--- src/rtl/spi_slave_param.sv ---
// Parametrised full-duplex SPI slave clocked directly by the serial clock.
// Supports back-to-back frames under one chip select, abort detection and TX underrun reporting.
module spi_slave_param #(
    parameter int unsigned DATA_WIDTH = 12,
    parameter bit          LSB_FIRST  = 1'b1
) (
    input  logic                  sync_clock,
    input  logic                  rst,
    input  logic                  cs,
    input  logic                  mosi,
    output logic                  miso,
    input  logic [DATA_WIDTH-1:0] tx_data,
    input  logic                  tx_load,
    output logic                  tx_pending,
    output logic [DATA_WIDTH-1:0] rx_data,
    output logic                  rx_valid,
    output logic                  busy,
    output logic                  frame_err,
    output logic                  tx_underrun
);
    localparam int unsigned      CNT_W    = $clog2(DATA_WIDTH + 1);
    localparam logic [CNT_W-1:0] LAST_BIT = CNT_W'(DATA_WIDTH - 1);

    typedef enum logic {IDLE, SHIFT} state_t;

    state_t                state;
    logic [CNT_W-1:0]      bit_cnt;
    logic [DATA_WIDTH-1:0] rx_shift;
    logic [DATA_WIDTH-1:0] tx_shift;
    logic [DATA_WIDTH-1:0] tx_buf;
    logic [DATA_WIDTH-1:0] rx_next_c;
    logic [DATA_WIDTH-1:0] tx_next_c;
    logic                  last_bit_c;
    logic                  frame_start_c;

    // Shift direction follows the configured bit order for both RX and TX.
    always_comb begin
        rx_next_c = rx_shift;
        tx_next_c = tx_shift;
        if (LSB_FIRST) begin
            rx_next_c = {mosi, rx_shift[DATA_WIDTH-1:1]};
            tx_next_c = tx_shift >> 1;
        end else begin
            rx_next_c = {rx_shift[DATA_WIDTH-2:0], mosi};
            tx_next_c = tx_shift << 1;
        end
    end

    // The last-bit edge reloads TX for a possible back-to-back frame, so it consumes the buffer too.
    assign last_bit_c    = (state == SHIFT) && !cs && (bit_cnt == LAST_BIT);
    assign frame_start_c = !cs && ((state == IDLE) || last_bit_c);

    assign miso = ~cs & (LSB_FIRST ? tx_shift[0] : tx_shift[DATA_WIDTH-1]);

    always_ff @(posedge sync_clock) begin
        if (rst) begin
            state       <= IDLE;
            bit_cnt     <= '0;
            rx_shift    <= '0;
            rx_data     <= '0;
            tx_buf      <= '0;
            tx_shift    <= '0;
            tx_pending  <= 1'b0;
            rx_valid    <= 1'b0;
            frame_err   <= 1'b0;
            tx_underrun <= 1'b0;
            busy        <= 1'b0;
        end else begin
            rx_valid    <= 1'b0;
            frame_err   <= 1'b0;
            tx_underrun <= 1'b0;

            // A load on the consuming edge wins: the old word goes out, the new one stays pending.
            if (tx_load) begin
                tx_buf     <= tx_data;
                tx_pending <= 1'b1;
            end else if (frame_start_c) begin
                tx_pending <= 1'b0;
            end
            if (frame_start_c && !tx_pending) begin
                tx_underrun <= 1'b1;
            end

            case (state)
                IDLE: begin
                    if (cs) begin
                        tx_shift <= tx_buf;
                    end else begin
                        rx_shift <= rx_next_c;
                        tx_shift <= tx_next_c;
                        bit_cnt  <= CNT_W'(1);
                        state    <= SHIFT;
                        busy     <= 1'b1;
                    end
                end
                SHIFT: begin
                    if (cs) begin
                        state   <= IDLE;
                        busy    <= 1'b0;
                        bit_cnt <= '0;
                        if (bit_cnt != '0) begin
                            frame_err <= 1'b1;
                        end
                    end else if (last_bit_c) begin
                        rx_shift <= rx_next_c;
                        rx_data  <= rx_next_c;
                        rx_valid <= 1'b1;
                        bit_cnt  <= '0;
                        tx_shift <= tx_buf;
                    end else begin
                        rx_shift <= rx_next_c;
                        tx_shift <= tx_next_c;
                        bit_cnt  <= bit_cnt + CNT_W'(1);
                    end
                end
            endcase
        end
    end
endmodule

--- config.mk ---
export PLATFORM = sky130hd
export DESIGN_NAME = spi_slave_param
export DESIGN_NICKNAME = d
export VERILOG_FILES = /design/src/rtl/spi_slave_param.sv
export SDC_FILE = /design/constraint.sdc
export NUM_CORES = 1
export LEC_CHECK = 0
export ABC_AREA = 1
export BUFFER_PORTS_ARGS = -buffer_cell sky130_fd_sc_hd__buf_2
export CORE_ASPECT_RATIO = 1.25
export CORE_UTILIZATION = 32
export CTS_CLUSTER_SIZE = 10
export DETAILED_ROUTE_END_ITERATION = 16
export PLACE_DENSITY = 0.56
export SLEW_MARGIN = 20
export SYNTH_ARGS = -nofsm -noshare
export SYNTH_HDL_FRONTEND = slang
export SYNTH_SLANG_ARGS = --single-unit
--- constraint.sdc ---
create_clock -name sync_clock -period 1.4 [get_ports sync_clock]
set_clock_uncertainty 0.05 [all_clocks]
set_input_delay 0.07 -clock sync_clock [delete_from_list [all_inputs] [get_ports sync_clock]]
set_output_delay 0.07 -clock sync_clock [all_outputs]
set_load 0.02 [all_outputs]
; ---- Word-level counts from Yosys, hierarchy flattened
; Index checks and enable logic that the tools add are counted.
[totals]
ff_bits = 58
input_bits = 17
elab_cells = 50
output_inout_bits = 18
[classes]
muxes = 18
n_eq_ne = 4
n_reduce_logical = 13
bitwise_logic = 3
add_sub_neg = 1
[ops]
columns = cell, count
row1 = $mux 12, 4
row2 = $pmux 12 s2, 1
row3 = $mux 4, 3
row4 = $mux 1, 8
row5 = $pmux 4 s2, 1
row6 = $ne 2x2->1 const B, 3
row7 = $reduce_or 3->1, 2
row8 = $add 4x1->4 const B, 1
row9 = $eq 4x4->1 const B, 1
row10 = $logic_and 1x1->1, 4
row11 = $reduce_bool 4->1, 1
row12 = $reduce_and 3->1, 1
row13 = $logic_not 1->1, 2
row14 = $not 1->1, 2
row15 = $pmux 1 s2, 1
row16 = $reduce_and 2->1, 1
row17 = $reduce_bool 2->1, 1
row18 = $and 1x1->1, 1
row19 = $logic_or 1x1->1, 1

; ---- Logic depth before layout (Yosys ltp)
; Gate-level depths: netlist of the first run.
[logic_depth]
word_depth = 7
mapped_depth = 12
ltp_nobuf = 10

; ---- Least setup slack after synthesis of the first run
; OpenSTA, ideal clock, no wires.
[synth_path]
path_type = reg2reg
startpoint = reg state
endpoint = reg tx_shift[10]
setup_slack_ns = -0.063
synth_period_minus_slack_ns = 1.463
required_time_ns = 1.228
t_arrival_ns = 1.292
setup_time_ns = 0.122
path_stages_with_launch = 10
n_path_buf = 1
cell_sequence = dfxtp_1 -> ha_1 -> nand2_2 -> inv_1 -> nand2_2 -> nand2_1 -> buf_6 -> nand2_1 -> nand2_1 -> a21oi_2
[synth_via]
elab_chain_cells = 5
word_cells_on_any_way = 7
cone_classes = eq/ne: 1 / mux: 3 / bitwise: 1 / reduce/logical: 2
[synth_rtl]
columns = item, line_no
row1 = from (decl), 26  ; state_t state;
row2 = from (signal assigned), 57  ; state <= IDLE;
row3 = from (signal assigned), 92  ; state <= SHIFT;
row4 = from (signal assigned), 98  ; state <= IDLE;
row5 = $logic_and 1x1->1 (2 in a row), 50  ; assign last_bit_c = (state == SHIFT) && !cs && (bit_cnt == LAST_BIT);
row6 = $mux 12, 104  ; end else if (last_bit_c) begin
row7 = $mux 12, 97  ; if (cs) begin
row8 = $pmux 12 s2, 84  ; case (state)
row9 = to (signal assigned), 87  ; tx_shift <= tx_buf;
row10 = to (signal assigned), 90  ; tx_shift <= tx_next_c;
row11 = to (signal assigned), 109  ; tx_shift <= tx_buf;
row12 = to (decl), 29  ; logic [DATA_WIDTH-1:0] tx_shift;
; Parallel ways exist; a longest one is shown, timed or not. The select of a mux whose other input is x is not followed.
; A chain may end at the register's enable or synchronous reset.

; ---- Worst setup path in the final report of the first run
[layout_path]
startpoint = reg state
endpoint = reg bit_cnt[0]
[layout_via]
elab_chain_cells = 5
word_cells_on_any_way = 7
cone_classes = eq/ne: 1 / mux: 3 / bitwise: 1 / reduce/logical: 2
[layout_rtl]
columns = item, line_no
row1 = $logic_and 1x1->1 (2 in a row), 50
row2 = $mux 4, 104
row3 = $mux 4, 97
row4 = $pmux 4 s2, 84
row5 = to (signal assigned), 113  ; bit_cnt <= bit_cnt + CNT_W'(1);
row6 = to (decl), 27  ; logic [CNT_W-1:0] bit_cnt;
; Parallel ways exist; a longest one is shown, timed or not.

==> results of run 1 <==
[power breakdown]
group / leakage (nW) / total (mW) / internal, mW / switching (mW)
combinational: 0.999 / 0.427 / 0.188 / 0.239
clock: 0.127 / 1.97 / 1.28 / 0.682
sequential: 0.469 / 1.74 / 1.69 / 0.0450
[worst register-to-register path: cells and delay by family (launching register included)]
| kind | cells | cell delay [ps] |
|---|---|---|
| AND/OR/NAND/NOR | 1 | 80 |
| flip-flops | 1 | 360 |
| buffers and inverters | 2 | 260 |
| AO/OA/AOI/OAI | 1 | 260 |
| adder cells (fa/ha/maj) | 1 | 240 |
[synth_stat cells, drive strengths merged (2+ instances only)]
cell | count | share of area
dfxtp | 57 | 0.44
a21oi | 20 | 0.045
clkbuf | 6 | 0.0092
nor2 | 51 | 0.084
nand3 | 20 | 0.039
nand2 | 78 | 0.12
o22ai | 2 | 0.0049
inv | 39 | 0.058
buf | 13 | 0.030
o21bai | 11 | 0.032
ha | 5 | 0.024
o21ai | 52 | 0.10
[metrics by stage]
stage          setup WS, ps  cells  hold slack, ps  instance area [µm²]  total power, mW
4_1_cts                2.94    517            77.5                 3350             4.14
5_1_grt                1.24    518            95.7                 3470             4.33
2_1_floorplan          33.4    358            89.1                 2570             2.01
3_3_place_gp           43.6    487             240                 2950             2.14
6_report               49.4    518            71.6                 3470             4.13
3_5_place_dp           10.9    487             246                 2950             2.14
[logic make-up after synthesis]
family	Yosys count	share of synthesized area
and+or+nand+nor	150	0.241
AOI/OAI and AO/OA	88	0.193
buffers and inverters	58	0.0974
DFF	57	0.444
adders and majority gates	5	0.0243
[final timing paths]
path	start	end	slack, ps
max	state$_SDFF_PP0_	bit_cnt[0]$_SDFFE_PP0P_	50
min	tx_load	tx_buf[11]$_SDFFE_PP0P_	70
max reg2reg	state$_SDFF_PP0_	bit_cnt[0]$_SDFFE_PP0P_	50
min reg2reg	rx_data[2]$_SDFFE_PP0P_	rx_data[2]$_SDFFE_PP0P_	390
[cell type report]
class / count / area [µm²]
Fill cell: 788 / 4320
Multi-Input combinational cell: 244 / 1270
Sequential cell: 57 / 1150
Timing Repair Buffer: 67 / 527
Clock buffer: 12 / 155
Inverter: 39 / 154
Tap cell: 95 / 119
Clock inverter: 4 / 98.8
[layer usage]
layer	vias to the layer above	global-route usage	part of all wire
met4	0	0.0999	0.027
met5	-	0	0
met3	15	0.0473	0.034
met1	1135	0.174	0.43
met2	48	0.279	0.51
li1	1268	-	-
[flip-flops by register name, summed over array words and instances (netlist names)]
signal	flops
bit_cnt	4
busy	1
frame_err	1
rx_data	12
rx_shift	11
rx_valid	1
state	1
tx_buf	12
tx_pending	1
tx_shift	12
tx_underrun	1
[repair_timing]
item                       in CTS  in global routing
hold endpoints to repair       17                  0
gates resized for setup         0                 33
hold buffers                   14                  0
setup endpoints to repair       0                 28
==> flow_summary_export.csv, run 1 <==
group,metric,value,unit
run_status,status,"complete, no violations",
placement,dpl.hpwl,3.94,mm
sta,setup_tns,0,ps
sta,period_minus_slack,1350,ps
cts,clock_latency,350,ps
route,wirelength,6.22,mm
setup_path,max_stage_delay,360,ps
sta,tightest_slew,490,ps
sta,period_share,0.965,
sta,maxSlewViolCount,0,
setup_path,cp-end-kind,"register",
setup_path,cp_data_required_time,1590,ps
global_route,grt_first_pass_wirelength,10.1,mm
sta,rsz0062_at_grt,"no",
placement,io_buffers,34,
die,die_area,8400,µm²
route,drc,0,
cts,clk_pin_slew,70,ps
sta,relSlewSlack,0.673,
route,drt-wirelength-per-cell,12.0,µm
setup_path,crit_chain,"buf_12, inv_6, ha_2, nor2_1, a221oi_1",
setup_path,cp_num_buf_inv,2,
yosys,synth_cell_type_count,26,
sta,fmax,740,MHz
cts,cts_tree,"done",
yosys,synth-edff-count,0,
cts,cts_sinks,57,
layout,final_nets,440,
yosys,syn_avg_cell_area,7.18,µm²
yosys,async_flop_share,0,
sta,finalSetupViolations,0,
die,start_util,0.330,
cts,postCtsSetupBuffers,0,
placement,gp_congestion,0.787,
run,max_cap_violations,0,
setup_path,path_max_fanout,16,
yosys,syn-cell-area,2570,µm²
die,core,7790,µm²
yosys,synth_nets,380,
layout,layout_common_cells,"nand2_1, dfxtp_1, o21ai_0",
route,postRouteAntennaNets,0,
route,detail_route.first_pass.iterations,4,
yosys,synthCells,358,
die,die_w,82.2,µm
cts,numCtsBuffers,9,
yosys,synth_seq_cells,57,
cts,cts-root-buf,"clkbuf_8",
die,boundaryPins,35,
route,drt_iter0_markers,82,
min_path,hold_class,"in2reg",
pwr,p_per_area,1190,nW/µm²
setup_path,crit_arrival,1540,ps
min_path,hold-path-cell-count,3,
yosys,yosysSeqAreaShare,0.444,
route,avgViaCountPerCell,4.76,
setup_path,cp_slowest_cell,"dfxtp_4",
layout,diodes,0,
global_route,gr-total-overflow,0,
sta,hold_viol,0,
global_route,grt_antenna_before_repair,0,
die,rows,36,
layout,drive_gt1_frac,0.227,
layout,utilization,0.445,
cts,cts_max_path_buffers,2,
global_route,gr-usage-all-layers,0.163,
setup_path,crit_family,"flip-flops",
yosys,ys_warn_count,0,
setup_path,crit_cells,5,
die,die_h,102,µm
global_route,grt_max_degree,35,
layout,syn_to_final_growth,35.0,%
pwr,vdd_drop_max,0.000574,V
pwr,power_leakage,1.59,nW
setup_path,start_kind,"register",
setup_path,rr_worst_depth,5,
yosys,synthFlopType,"dfxtp_1",
global_route,grt_pass1_vias,2279,
cts,h-tree-depth,3,
route,vias,2466,
setup_path,critPathKind,"reg2reg",
layout,layout_commonest_cell,"nand2_1",
(Power assumes the default switching activity.)
==> inputs of run 2 (changes only) <==
Settings changed: SETUP_SLACK_MARGIN set to 0.3, SLEW_MARGIN 20 to unset.
==> run 2 against run 1 <==
  * Critical path depth rose by 3
  * Non-clock buffer count decreased by 1
  * Clock power decreased by 23%
  * First-iteration DRC count fell by 18%
  * Highest routed layer unchanged
  * Count of clock-buffer cells in the layout fell by 3
  * Cell area is 1.9% higher
  * Largest power group is now registers
  * Total power fell by 10%
  * Cell count increased by 0.19%
  * Core utilization is 0.87 points higher
  * Sequential power hardly changed
  * Via count increased by 0.36%
  * Die area is the same
==> flow_summary_export.csv, run 2 (synthesized netlist as in run 1, its figures left out) <==
group,metric,value,unit
global_route,grt_first_pass_wirelength,10.5,mm
die,start_util,0.330,
layout,diodes,0,
setup_path,cp_num_buf_inv,1,
sta,fin_hold_ws,103,ps
die,core,7790,µm²
layout,syn_to_final_growth,37.6,%
die,boundaryPins,35,
layout,multi_input_area,1410,µm²
sta,period_share,0.932,
setup_path,critPathKind,"reg2reg",
die,rows,36,
pwr,power.switching,0.997,mW
cts,cts_tree,"done",
die,die_h,102,µm
global_route,gr-total-overflow,0,
setup_path,start_kind,"register",
sta,setup_ws,95.1,ps
setup_path,cp_data_required_time,1580,ps
cts,h-tree-depth,3,
placement,dp_cells,478,
cts,clk_pin_slew,70,ps
setup_path,cp_slowest_cell,"dfxtp_4",
global_route,gr-usage-all-layers,0.166,
cts,cts_sinks,57,
route,postRouteAntennaNets,0,
min_path,hold_class,"in2reg",
pwr,finalPower,3.70,mW
route,avgViaCountPerCell,4.77,
pwr,intPower,2.70,mW
placement,gp_congestion,0.745,
sta,period_minus_slack,1300,ps
route,wirelength,6.44,mm
setup_path,r2r_start,"state$_SDFF_PP0_",
setup_path,cp-endpoint,"rx_data[0]$_SDFFE_PP0P_",
pwr,power_leakage,1.58,nW
layout,layout_commonest_cell,"nand2_1",
cts,cts_max_path_buffers,2,
cts,numCtsBuffers,9,
pwr,p_per_area,1050,nW/µm²
layout,layout_common_cells,"nand2_1, dfxtp_1, nor2_1",
setup_path,cp-end-kind,"register",
route,drt_iter0_markers,67,
placement,dp_worst_setup_slack,-27.6,ps
setup_path,r2r_setup_slack,100,ps
sta,setup_tns,0,ps
setup_path,crit_start,"state$_SDFF_PP0_",
layout,largestRegisters,"rx_data (12), tx_buf (12), tx_shift (12)",
cts,clock_latency,330,ps
sta,relSlewSlack,0.681,
global_route,grt_pass1_vias,2361,
setup_path,crit_chain,"ha_4, nand2_4, inv_2, nand2_8, nor2_8, nand2_4, nor2_1, nor2_1",
route,detail_route.first_pass.iterations,4,
layout,drive_gt1_frac,0.304,
global_route,grt_max_degree,36,
setup_path,crit_arrival,1490,ps
die,die_w,82.2,µm
setup_path,crit_cells,8,
setup_path,max_stage_delay,380,ps
route,drt-wirelength-per-cell,12.4,µm
pwr,seqPwrFrac,0.471,
setup_path,crit_family,"simple AND/OR/NAND/NOR gates",
sta,fmax,766,MHz
global_route,grt_antenna_before_repair,0,
placement,io_buffers,34,
pwr,switching_share,0.270,
sta,rsz0062_at_grt,"yes",
layout,final_nets,441,
sta,tightest_slew,478,ps
route,drc,0,
pwr,comb_power_share,0.122,
die,die_area,8400,µm²
setup_path,path_max_fanout,7,
layout,fill_cells,784,
setup_path,r2r-end,"rx_data[0]$_SDFFE_PP0P_",
pwr,clockPowerShare,0.407,
run_status,status,"complete, no violations",
setup_path,rr_worst_depth,8,
sta,hold_viol,0,
layout,seqCellArea,1150,µm²
placement,dpl.hpwl,3.84,mm
route,vias,2475,
run,max_cap_violations,0,
sta,finalSetupViolations,0,
pwr,vdd_drop_max,0.000670,V
cts,cts-root-buf,"clkbuf_8",
layout,stdcell_count,519,
sta,maxSlewViolCount,0,
-- run 2: changes by cell type in the layout (fill, tap and decap cells not counted), moves of 4 or more --
| cell | delta |
|---|---|
| inv_2 | +5 |
| a21oi_1 | -9 |
| nand2_1 | -4 |
| nand3_2 | +4 |
| nand3_1 | -4 |
| o21ai_0 | -4 |
| inv_1 | -5 |
| a21oi_2 | +9 |
-- run 2: worst min-delay path by stage --
stage | from | slack [ps] | cells past startpoint | endpoint
final | cs | 100 | 4 | busy$_SDFFE_PP0P_
after global routing | cs | 120 | 4 | busy$_SDFFE_PP0P_
after CTS | cs | 90 | 4 | busy$_SDFFE_PP0P_
after detailed placement | tx_data[3] | 250 | 3 | tx_buf[3]$_SDFFE_PP0P_
after global placement | tx_data[0] | 240 | 3 | tx_buf[0]$_SDFFE_PP0P_
after floorplan | rst | 90 | 1 | tx_pending$_SDFFE_PP0P_
-- run 2: stage by stage --
step                       util  area, µm²
after CTS                 0.440       3430
after detailed placement  0.372       2900
after floorplan               -       2630
final                     0.454       3540
after global placement    0.372       2900
after global routing      0.454       3540
-- run 2: power groups by stage --
stage	Clock (mW)	Sequential [mW]	Combinational, mW
global route	1.63	1.75	0.508
finish	1.51	1.74	0.450
floorplan	0	1.77	0.251
detailed placement	0	1.78	0.357
global placement	0	1.77	0.353
CTS	1.55	1.74	0.434
-- run 2: repair_timing --
item,in CTS,in global routing
hold buffers,14,0
hold endpoints to repair,17,0
pin swaps,8,8
setup endpoints to repair,32,33
buffers inserted,6,1
gates cloned,3,1
resized for setup,30,30
-- run 2: cell type report --
| cell class | instances | share of cell area |
|---|---|---|
| clock inverter | 7 | 0.0202 |
| timing repair buffer | 66 | 0.140 |
| inverter | 39 | 0.0456 |
| clock buffer | 9 | 0.0350 |
| multi-input combinational | 245 | 0.398 |
| timing repair inverter | 1 | 0.00248 |
| tap | 95 | 0.0336 |
| sequential | 57 | 0.325 |
-- run 2: layer usage --
metal / track usage / wire (µm)
met5: 0 / 0
met2: 0.287 / 3250
met3: 0.0455 / 211
met4: 0.0715 / 113
met1: 0.188 / 2860
-- run 2: worst register-to-register path, cell delays in order (launching register included) --
cell and delay (ps):
dfxtp_4 380, ha_4 140, nand2_4 50, inv_2 90
nand2_8 90, nor2_8 160, nand2_4 90, nor2_1 110
nor2_1 50
